### src/rtl/bp_pkg.sv
// Shared definitions for the fetch-stage branch predictor: 2-bit direction
// counter encodings and the reset/allocation counter values.
package bp_pkg;

   typedef enum logic [1:0] {
      SNT = 2'b00,
      WNT = 2'b01,
      WT  = 2'b10,
      ST  = 2'b11
   } bp_ctr_e;

   localparam bp_ctr_e BP_CTR_RST   = WNT;
   localparam bp_ctr_e BP_CTR_ALLOC = WT;

endpackage

### src/rtl/bp_sat_counter.sv
// Combinational next-state for a 2-bit saturating direction counter.
module bp_sat_counter
   import bp_pkg::*;
(
   input  logic [1:0] ctr_i,
   input  logic       taken_i,
   output logic [1:0] ctr_o
);

   always_comb begin
      ctr_o = ctr_i;
      if (taken_i && (ctr_i != ST)) begin
         ctr_o = ctr_i + 2'd1;
      end else if (!taken_i && (ctr_i != SNT)) begin
         ctr_o = ctr_i - 2'd1;
      end
   end

endmodule

### src/rtl/branch_predictor.sv
// Direct-mapped dynamic branch predictor: zero-latency lookup at fetch,
// training and mispredict detection from execute, plus event counters.
module branch_predictor
   import bp_pkg::*;
#(
   parameter  int unsigned ENTRIES = 32,
   localparam int unsigned IDX_W   = $clog2(ENTRIES)
) (
   input  logic        clk,
   input  logic        rst,
   input  logic [31:0] pc_f,
   output logic        pred_taken,
   output logic [31:0] pred_next_pc,
   input  logic        upd_valid,
   input  logic [31:0] upd_pc,
   input  logic        upd_taken,
   input  logic [31:0] upd_target,
   input  logic        upd_pred_taken,
   input  logic [31:0] upd_pred_next_pc,
   output logic        mispredict,
   input  logic        bp_clear,
   output logic [31:0] branch_count,
   output logic [31:0] mispredict_count
);

   localparam int unsigned TAG_W = 30 - IDX_W;

   logic              valid_q  [ENTRIES];
   logic [1:0]        ctr_q    [ENTRIES];
   logic [TAG_W-1:0]  tag_q    [ENTRIES];
   logic [31:0]       target_q [ENTRIES];

   logic [31:0]       branch_cnt_q, branch_cnt_d;
   logic [31:0]       mispred_cnt_q, mispred_cnt_d;

   logic [IDX_W-1:0]  idx_f, idx_u;
   logic [TAG_W-1:0]  tag_f, tag_u;
   logic              hit_f, hit_u;
   logic [1:0]        ctr_nxt;
   logic [31:0]       actual_next;
   logic              train_en;

   assign idx_f = pc_f[IDX_W+1:2];
   assign tag_f = pc_f[31:IDX_W+2];
   assign idx_u = upd_pc[IDX_W+1:2];
   assign tag_u = upd_pc[31:IDX_W+2];

   assign hit_f        = valid_q[idx_f] && (tag_q[idx_f] == tag_f);
   assign pred_taken   = hit_f && ctr_q[idx_f][1];
   assign pred_next_pc = pred_taken ? target_q[idx_f] : pc_f + 32'd4;

   assign hit_u       = valid_q[idx_u] && (tag_q[idx_u] == tag_u);
   assign actual_next = upd_taken ? upd_target : upd_pc + 32'd4;
   assign mispredict  = upd_valid && (upd_pred_next_pc != actual_next);
   // bp_clear suppresses training and allocation in the same cycle
   assign train_en    = upd_valid && !bp_clear;

   bp_sat_counter u_sat (
      .ctr_i   (ctr_q[idx_u]),
      .taken_i (upd_taken),
      .ctr_o   (ctr_nxt)
   );

   always_ff @(posedge clk or posedge rst) begin
      if (rst) begin
         for (int unsigned i = 0; i < ENTRIES; i++) begin
            valid_q[i] <= 1'b0;
            ctr_q[i]   <= BP_CTR_RST;
         end
      end else if (bp_clear) begin
         for (int unsigned i = 0; i < ENTRIES; i++) begin
            valid_q[i] <= 1'b0;
         end
      end else if (upd_valid) begin
         if (hit_u) begin
            ctr_q[idx_u] <= ctr_nxt;
         end else if (upd_taken) begin
            valid_q[idx_u] <= 1'b1;
            ctr_q[idx_u]   <= BP_CTR_ALLOC;
         end
      end
   end

   // Tag/target carry no reset; valid gates their use
   always_ff @(posedge clk) begin
      if (train_en && upd_taken && !rst) begin
         tag_q[idx_u]    <= tag_u;
         target_q[idx_u] <= upd_target;
      end
   end

   always_comb begin
      branch_cnt_d  = branch_cnt_q + {31'd0, upd_valid};
      mispred_cnt_d = mispred_cnt_q + {31'd0, mispredict};
   end

   always_ff @(posedge clk or posedge rst) begin
      if (rst) begin
         branch_cnt_q  <= '0;
         mispred_cnt_q <= '0;
      end else begin
         branch_cnt_q  <= branch_cnt_d;
         mispred_cnt_q <= mispred_cnt_d;
      end
   end

   assign branch_count     = branch_cnt_q;
   assign mispredict_count = mispred_cnt_q;

   logic unused_ok;
   assign unused_ok = ^{pc_f[1:0], upd_pc[1:0], upd_pred_taken};

endmodule

### config.mk
export PLATFORM = sky130hd
export DESIGN_NAME = branch_predictor
export DESIGN_NICKNAME = d
export VERILOG_FILES = /design/src/rtl/bp_pkg.sv /design/src/rtl/bp_sat_counter.sv /design/src/rtl/branch_predictor.sv
export SDC_FILE = /design/constraint.sdc
export NUM_CORES = 2
export LEC_CHECK = 0
export ABC_AREA = 1
export CAP_MARGIN = 20
export CORE_MARGIN = 8
export CORE_UTILIZATION = 40
export CTS_BUF_LIST = sky130_fd_sc_hd__clkbuf_4 sky130_fd_sc_hd__clkbuf_8
export CTS_CLUSTER_SIZE = 10
export DETAILED_ROUTE_END_ITERATION = 8
export PLACE_DENSITY = 0.58
export SETUP_SLACK_MARGIN = 0.2
export SYNTH_ARGS = -nofsm -noshare
export SYNTH_HDL_FRONTEND = slang
export SYNTH_HIERARCHICAL = 1
export SYNTH_SLANG_ARGS = --single-unit
export TNS_END_PERCENT = 100
### constraint.sdc
create_clock -name clk -period 6 [get_ports clk]
set_input_delay 1.2 -clock clk [delete_from_list [all_inputs] [get_ports clk]]
set_output_delay 1.2 -clock clk [all_outputs]
set_load 0.02 [all_outputs]
* Word level (Yosys, flattened, before mapping)
Memory sizes are Yosys's and may differ from the RTL's. Index checks and enable logic that the tools add are counted.
Storage, ports and cells: word-level logic and storage cells 137, memories kept 2, input port bits 134, register bits after elaboration 160, memory bits (writable) 1824, output and inout bits 98
Cells by class: add/sub/neg operators 6, magnitude comparators 3, reduce and logical (&&, ||, !) cells 19, equality and inequality tests 5, bitwise gates (word level) 7, multiplexer cells 29
Memory list:
- target_q | depth 32, width 32, read ports 1, clocked after Yosys merged registers in 0, wr ports 1, line branch_predictor.sv:31 | logic [31:0] target_q [ENTRIES];
- tag_q | depth 32, width 25, read ports 2, clocked after Yosys merged registers in 0, wr ports 1, line branch_predictor.sv:30 | logic [TAG_W-1:0] tag_q [ENTRIES];
Operator list (number):
- $mux W32 | 6
- $mux W64 | 2
- $add A32 B1 Y32 | 2
- $add A32 B3 Y32 const B | 2
- $bwmux W64 | 1
- $or A32 B32 Y32 | 2
- $eq A25 B25 Y1 | 2
- $and A32 B32 Y32 | 1
- $ne A32 B32 Y1 | 1
- $not A32 Y32 | 1
- $bmux W2 S5 | 2
- $mux W2 | 7
- $ge A6 B6 Y1 const B | 2
- $not A5 Y6 | 2
- $bmux W1 S5 | 2
- $demux W2 S5 | 1
- $logic_and A1 B1 Y1 | 10
- $reduce_bool A2 Y1 | 4
- $mux W1 | 7
- $lt A6 B1 Y1 const B | 1
- $reduce_and A3 Y1 | 2
- $demux W1 S5 | 1
- $ne A2 B2 Y1 const B | 2
- $logic_not A1 Y1 | 3
- other kinds (3) | 3

* Logic depth before layout (Yosys ltp)
depth after elaboration 10, gate-level depth with buffers 33, depth with buffers taken out 31

* By module
Netlist, hierarchy kept.
By module, submodules not included:
- branch_predictor | sequential area each 58816.4 sq um, instances 1, cells an instance 9508, area each 93572.2 sq um
- bp_sat_counter | sequential area each 0.0 sq um, instances 1, cells an instance 17, area each 83.8 sq um

* Worst setup path after synthesis
Ideal clock, no wire load.
kind input to register, start input rst, end memory tag_q[17][0] (netlist name) (enable), path buffers 1, library setup time 542 ps, setup slack -3842 ps, stages on the path 4, data required time 5458 ps, arrival time 9300 ps, cell sequence inv_1 -> nand2_1 -> clkbuf_1 -> nor3_1
On the way: word-level cells in the longest chain between the ends 4
RTL lines:
- start, declared | line branch_predictor.sv:10 | input logic rst,
- $logic_not A1 Y1 (no source line)
- $logic_and A1 B1 Y1 | line branch_predictor.sv:86 | if (train_en && upd_taken && !rst) begin
- $mux W1 | line branch_predictor.sv:86
- $mux W1 (implied by the code) | line branch_predictor.sv:87 | tag_q[idx_u] <= tag_u;
- end, declared | line branch_predictor.sv:30
Every way passes these cells.

* Worst setup path in the final report
start input pc_f[3], end output pred_next_pc[7]
On the way: word-level cells in the longest chain between the ends 7, elaborated cells on any way between the ends 14, classes of those cells 1 x add/sub; 1 x eq/ne; 7 x mux; 1 x bitwise; 2 x reduce/logical; 2 x memory
RTL lines:
- start, declared | line branch_predictor.sv:11 | input logic [31:0] pc_f,
- parallel branches: the longest is 6 deep, another holds $mem_v2 Z32 W25
- $mux W32 * | line branch_predictor.sv:50 | assign pred_next_pc = pred_taken ? target_q[idx_f] : pc_f + 32'd4;
- end, declared | line branch_predictor.sv:13 | output logic [31:0] pred_next_pc,
Mark *: on every way between the ends. The select of a mux whose other input is x is not followed.

==> results.py <==
metrics = {
    "hold_path": {
        "min_path_type": "reg2reg",
    },
    "setup_path": {
        "critPathTopFamily": "buffers and inverters",
        "cp_slowest_stage_delay_ps": 450,
        "end_kind": "output port",
        "cpMostUsedCell": "nand2_1",
        "worstPathRequired_ps": 4800,
        "cp_slowest_cell": "buf_12",
        "path_cells": "buf_8 -> inv_8 -> buf_12 -> a21oi_1 -> o21ai_0 -> nand3_1 -> nand3_1 -> nand2_1 -> nand3_1 -> nand2_1 -> inv_1 -> nand2_1 -> nor2_1 -> nand2_1 -> nor2_4 -> nand2_4 -> buf_12 -> buf_12 -> nand2_1 -> o21ai_1 -> buf_4 -> buf_12",
        "cp.arrival_ps": 4480,
        "crit_type": "in2out",
        "start_kind": "primary input",
        "crit_path_max_fanout": 83,
        "critPathBufInv": 8,
    },
    "power_and_ir_drop": {
        "ir_worst_vdd_mv": 0.262,
        "p_leak_nw": 42.1,
        "power_density_mw_per_mm2": 281,
    },
    "routing": {
        "drtIter0Drc": 10000,
        "ant_nets": 0,
        "drc": 0,
        "wl_per_cell_um": 26.9,
        "avgViaCountPerCell": 5.71,
        "num_vias": 76300,
        "routed_wl_mm": 360,
        "drt_pass1_iterations": 8,
    },
    "synth": {
        "synth-seq-cells": 1984,
        "syn-cell-area_mm2": 0.0937,
        "synthesis.nets": 9670,
        "synth.distinct_cells": 53,
        "synth_flop_cell": "edfxtp_1",
        "async_reset_ff_share_pct": 8.06,
        "syn_avg_cell_area_um2": 9.83,
        "synth_cells": 9525,
        "synth-edff-count": 1824,
        "ys_warn_count": 6,
        "ys_seq_area_share_pct": 62.8,
    },
    "clocking": {
        "clk_latency_ps": 1110,
        "cts_hold_buf": 0,
        "clkTransAtPathRegs_ps": 60,
        "cts_tree": "yes",
        "cts_buffers": 357,
        "htreeDepth": 5,
        "cts_root_buf": "clkbuf_8",
        "clock_path_buffers": 4,
        "numClockSinks": 1984,
    },
    "sta": {
        "slew_viol_final": 0,
        "timing.final.crit_share_pct": 94.7,
        "fin_setup_tns_ps": 0,
        "slew_headroom_pct": 22.3,
        "setup_viol": 0,
        "worstMarginPinSlew_ps": 1160,
        "rsz0062_at_grt": "no",
        "clock.fmax_mhz": 176,
        "period_minus_slack_ps": 5680,
        "finalWorstSetupSlack_ps": 316,
        "hold_viol": 0,
        "clock_skew_ps": 114,
    },
    "flow_run": {
        "cap_violations": 0,
    },
    "global_route": {
        "overflow": 0,
        "grt_max_degree": 201,
        "track_usage_pct": 27.6,
        "grt_antenna_before_repair": 13,
        "grt_pass1_wl_mm": 508,
        "grt_pass1_vias": 71900,
    },
    "place": {
        "io_buffers": 230,
        "gp_congestion": 0.955,
        "dp_hpwl_mm": 214,
        "preCtsSetupSlack_ps": -303,
    },
    "finish": {
        "fillers": 21400,
        "post-route-util_pct": 47.1,
        "drive_gt1_share_pct": 11.9,
        "area_growth_pct": 16.9,
        "layout_commonest_cell": "nand2_1",
        "nets": 10100,
        "final_cell_mix": "2095 x nand2_1, 1824 x edfxtp_1, 1209 x nor2_1",
    },
    "floorplan": {
        "design.die.area_mm2": 0.250,
        "die_w_um": 500,
        "start_util_pct": 40.2,
        "ios": 232,
        "rows": 177,
        "core_mm2": 0.233,
        "fp.dieH_um": 500,
    },
    "outcome": {
        "status": "finished clean",
    },
}
[cell usage after synthesis (all sizes together) (5+ instances only)]
cell type,number,area [µm²]
xnor2,31,272
dfstp,32,841
o21ai,1043,5220
o221ai,16,140
o2111ai,32,280
clkbuf,265,996
xor2,83,727
buf,354,2150
inv,721,2710
ha,11,138
edfxtp,1824,54800
dfrtp,128,3200
o211ai,231,1730
o22ai,226,1410
a31oi,63,394
nor3,70,372
a21oi,327,1640
nor2,1239,4700
nor4,13,93.8
nand3b,9,80.1
or2,8,50.1
a221oi,5,43.8
nand3,574,2880
nand4,36,225
a221o,46,460
nand2,2117,7970
[cells by family after synthesis]
kind of cell               after synthesis  synth area share [%]
and+or+nand+nor                       4075                  17.6
AOI/OAI and AO/OA                     1998                  12.2
DFF                                   1984                  62.8
buffers and inverters                 1343                  6.26
xor gates and xnor gates               114                  1.07
adders and majority gates               11                 0.147
[stage by stage]
| stage | cells | power [mW] | area [µm²] | hold slack, ps |
|---|---|---|---|---|
| global placement | 12700 | 18.7 | 103000 | 447 |
| global route | 13400 | 31.7 | 110000 | 474 |
| detailed placement | 12800 | 18.7 | 103000 | 451 |
| CTS | 13400 | 30.8 | 109000 | 460 |
| floorplan | 9525 | 17.2 | 93800 | 441 |
| finish | 13400 | 30.7 | 110000 | 460 |
[worst register-to-register path, delay by kind of cell, from the launching register on]
kind,cells,cell delay (ps)
AOI/OAI and AO/OA,6,1150
buffers and inverters,4,550
and+or+nand+nor,5,580
DFF,1,380
adders and majority gates,1,290
[layer usage]
metal | GRT usage [%] | wire (µm) | part of all wire [%] | vias to the layer above
li1 | - | - | - | 33900
met1 | 35.7 | 139000 | 39 | 37000
met2 | 43.3 | 162000 | 45 | 4365
met3 | 5.25 | 34400 | 9.5 | 991
met4 | 16.6 | 25300 | 7.0 | 4
met5 | 0 | 29 | 0.0080 | -
[where the power goes]
group | switching (mW) | total (mW) | internal (mW)
combinational | 2.25 | 3.25 | 0.996
sequential | 0.0798 | 15.3 | 15.2
clock | 5.65 | 12.2 | 6.56
total | 7.98 | 30.7 | 22.8
[registers in the layout (all words and copies together), names as in the netlist]
| signal | flops |
|---|---|
| branch_count | 32 |
| ctr_q | 64 |
| mispredict_count | 32 |
| tag_q | 800 |
| target_q | 1024 |
| valid_q | 32 |
[timing repair]
item | 4_1_cts | 5_1_grt
buffers inserted | 1 | 3
endpoints found under the setup margin | 21 | 19
pin swaps | 1 | 3
cloned | 0 | 2
gates resized for setup | 24 | 34
[worst paths after layout]
check / startpoint / endpoint / slack, ps / cells after the start
worst max-delay path: pc_f[3] / pred_next_pc[7] / 320 / 22
worst min-delay path: ctr_q[34] / ctr_q[34] / 460 / 2
worst max register to register: ctr_q[63] / ctr_q[54] / 2960 / 16
worst min register to register: ctr_q[34] / ctr_q[34] / 460 / 2
max in group asynchronous: rst / valid_q[19] / 4520 / 3
min in group asynchronous: rst / ctr_q[23] / 810 / 3
[area by class of cell]
type | count | area [µm²] | share of cell area (%)
flip-flops and latches | 1984 | 58800 | 53.7
multi-input cells | 6198 | 29500 | 27.0
repair buffers | 719 | 7850 | 7.17
clock buffers | 492 | 6010 | 5.49
well taps | 3132 | 3920 | 3.58
inverters | 724 | 2770 | 2.53
clock inverters | 115 | 591 | 0.539
diodes | 9 | 22.5 | 0.0206
Power figures use the tool's default switching activity.
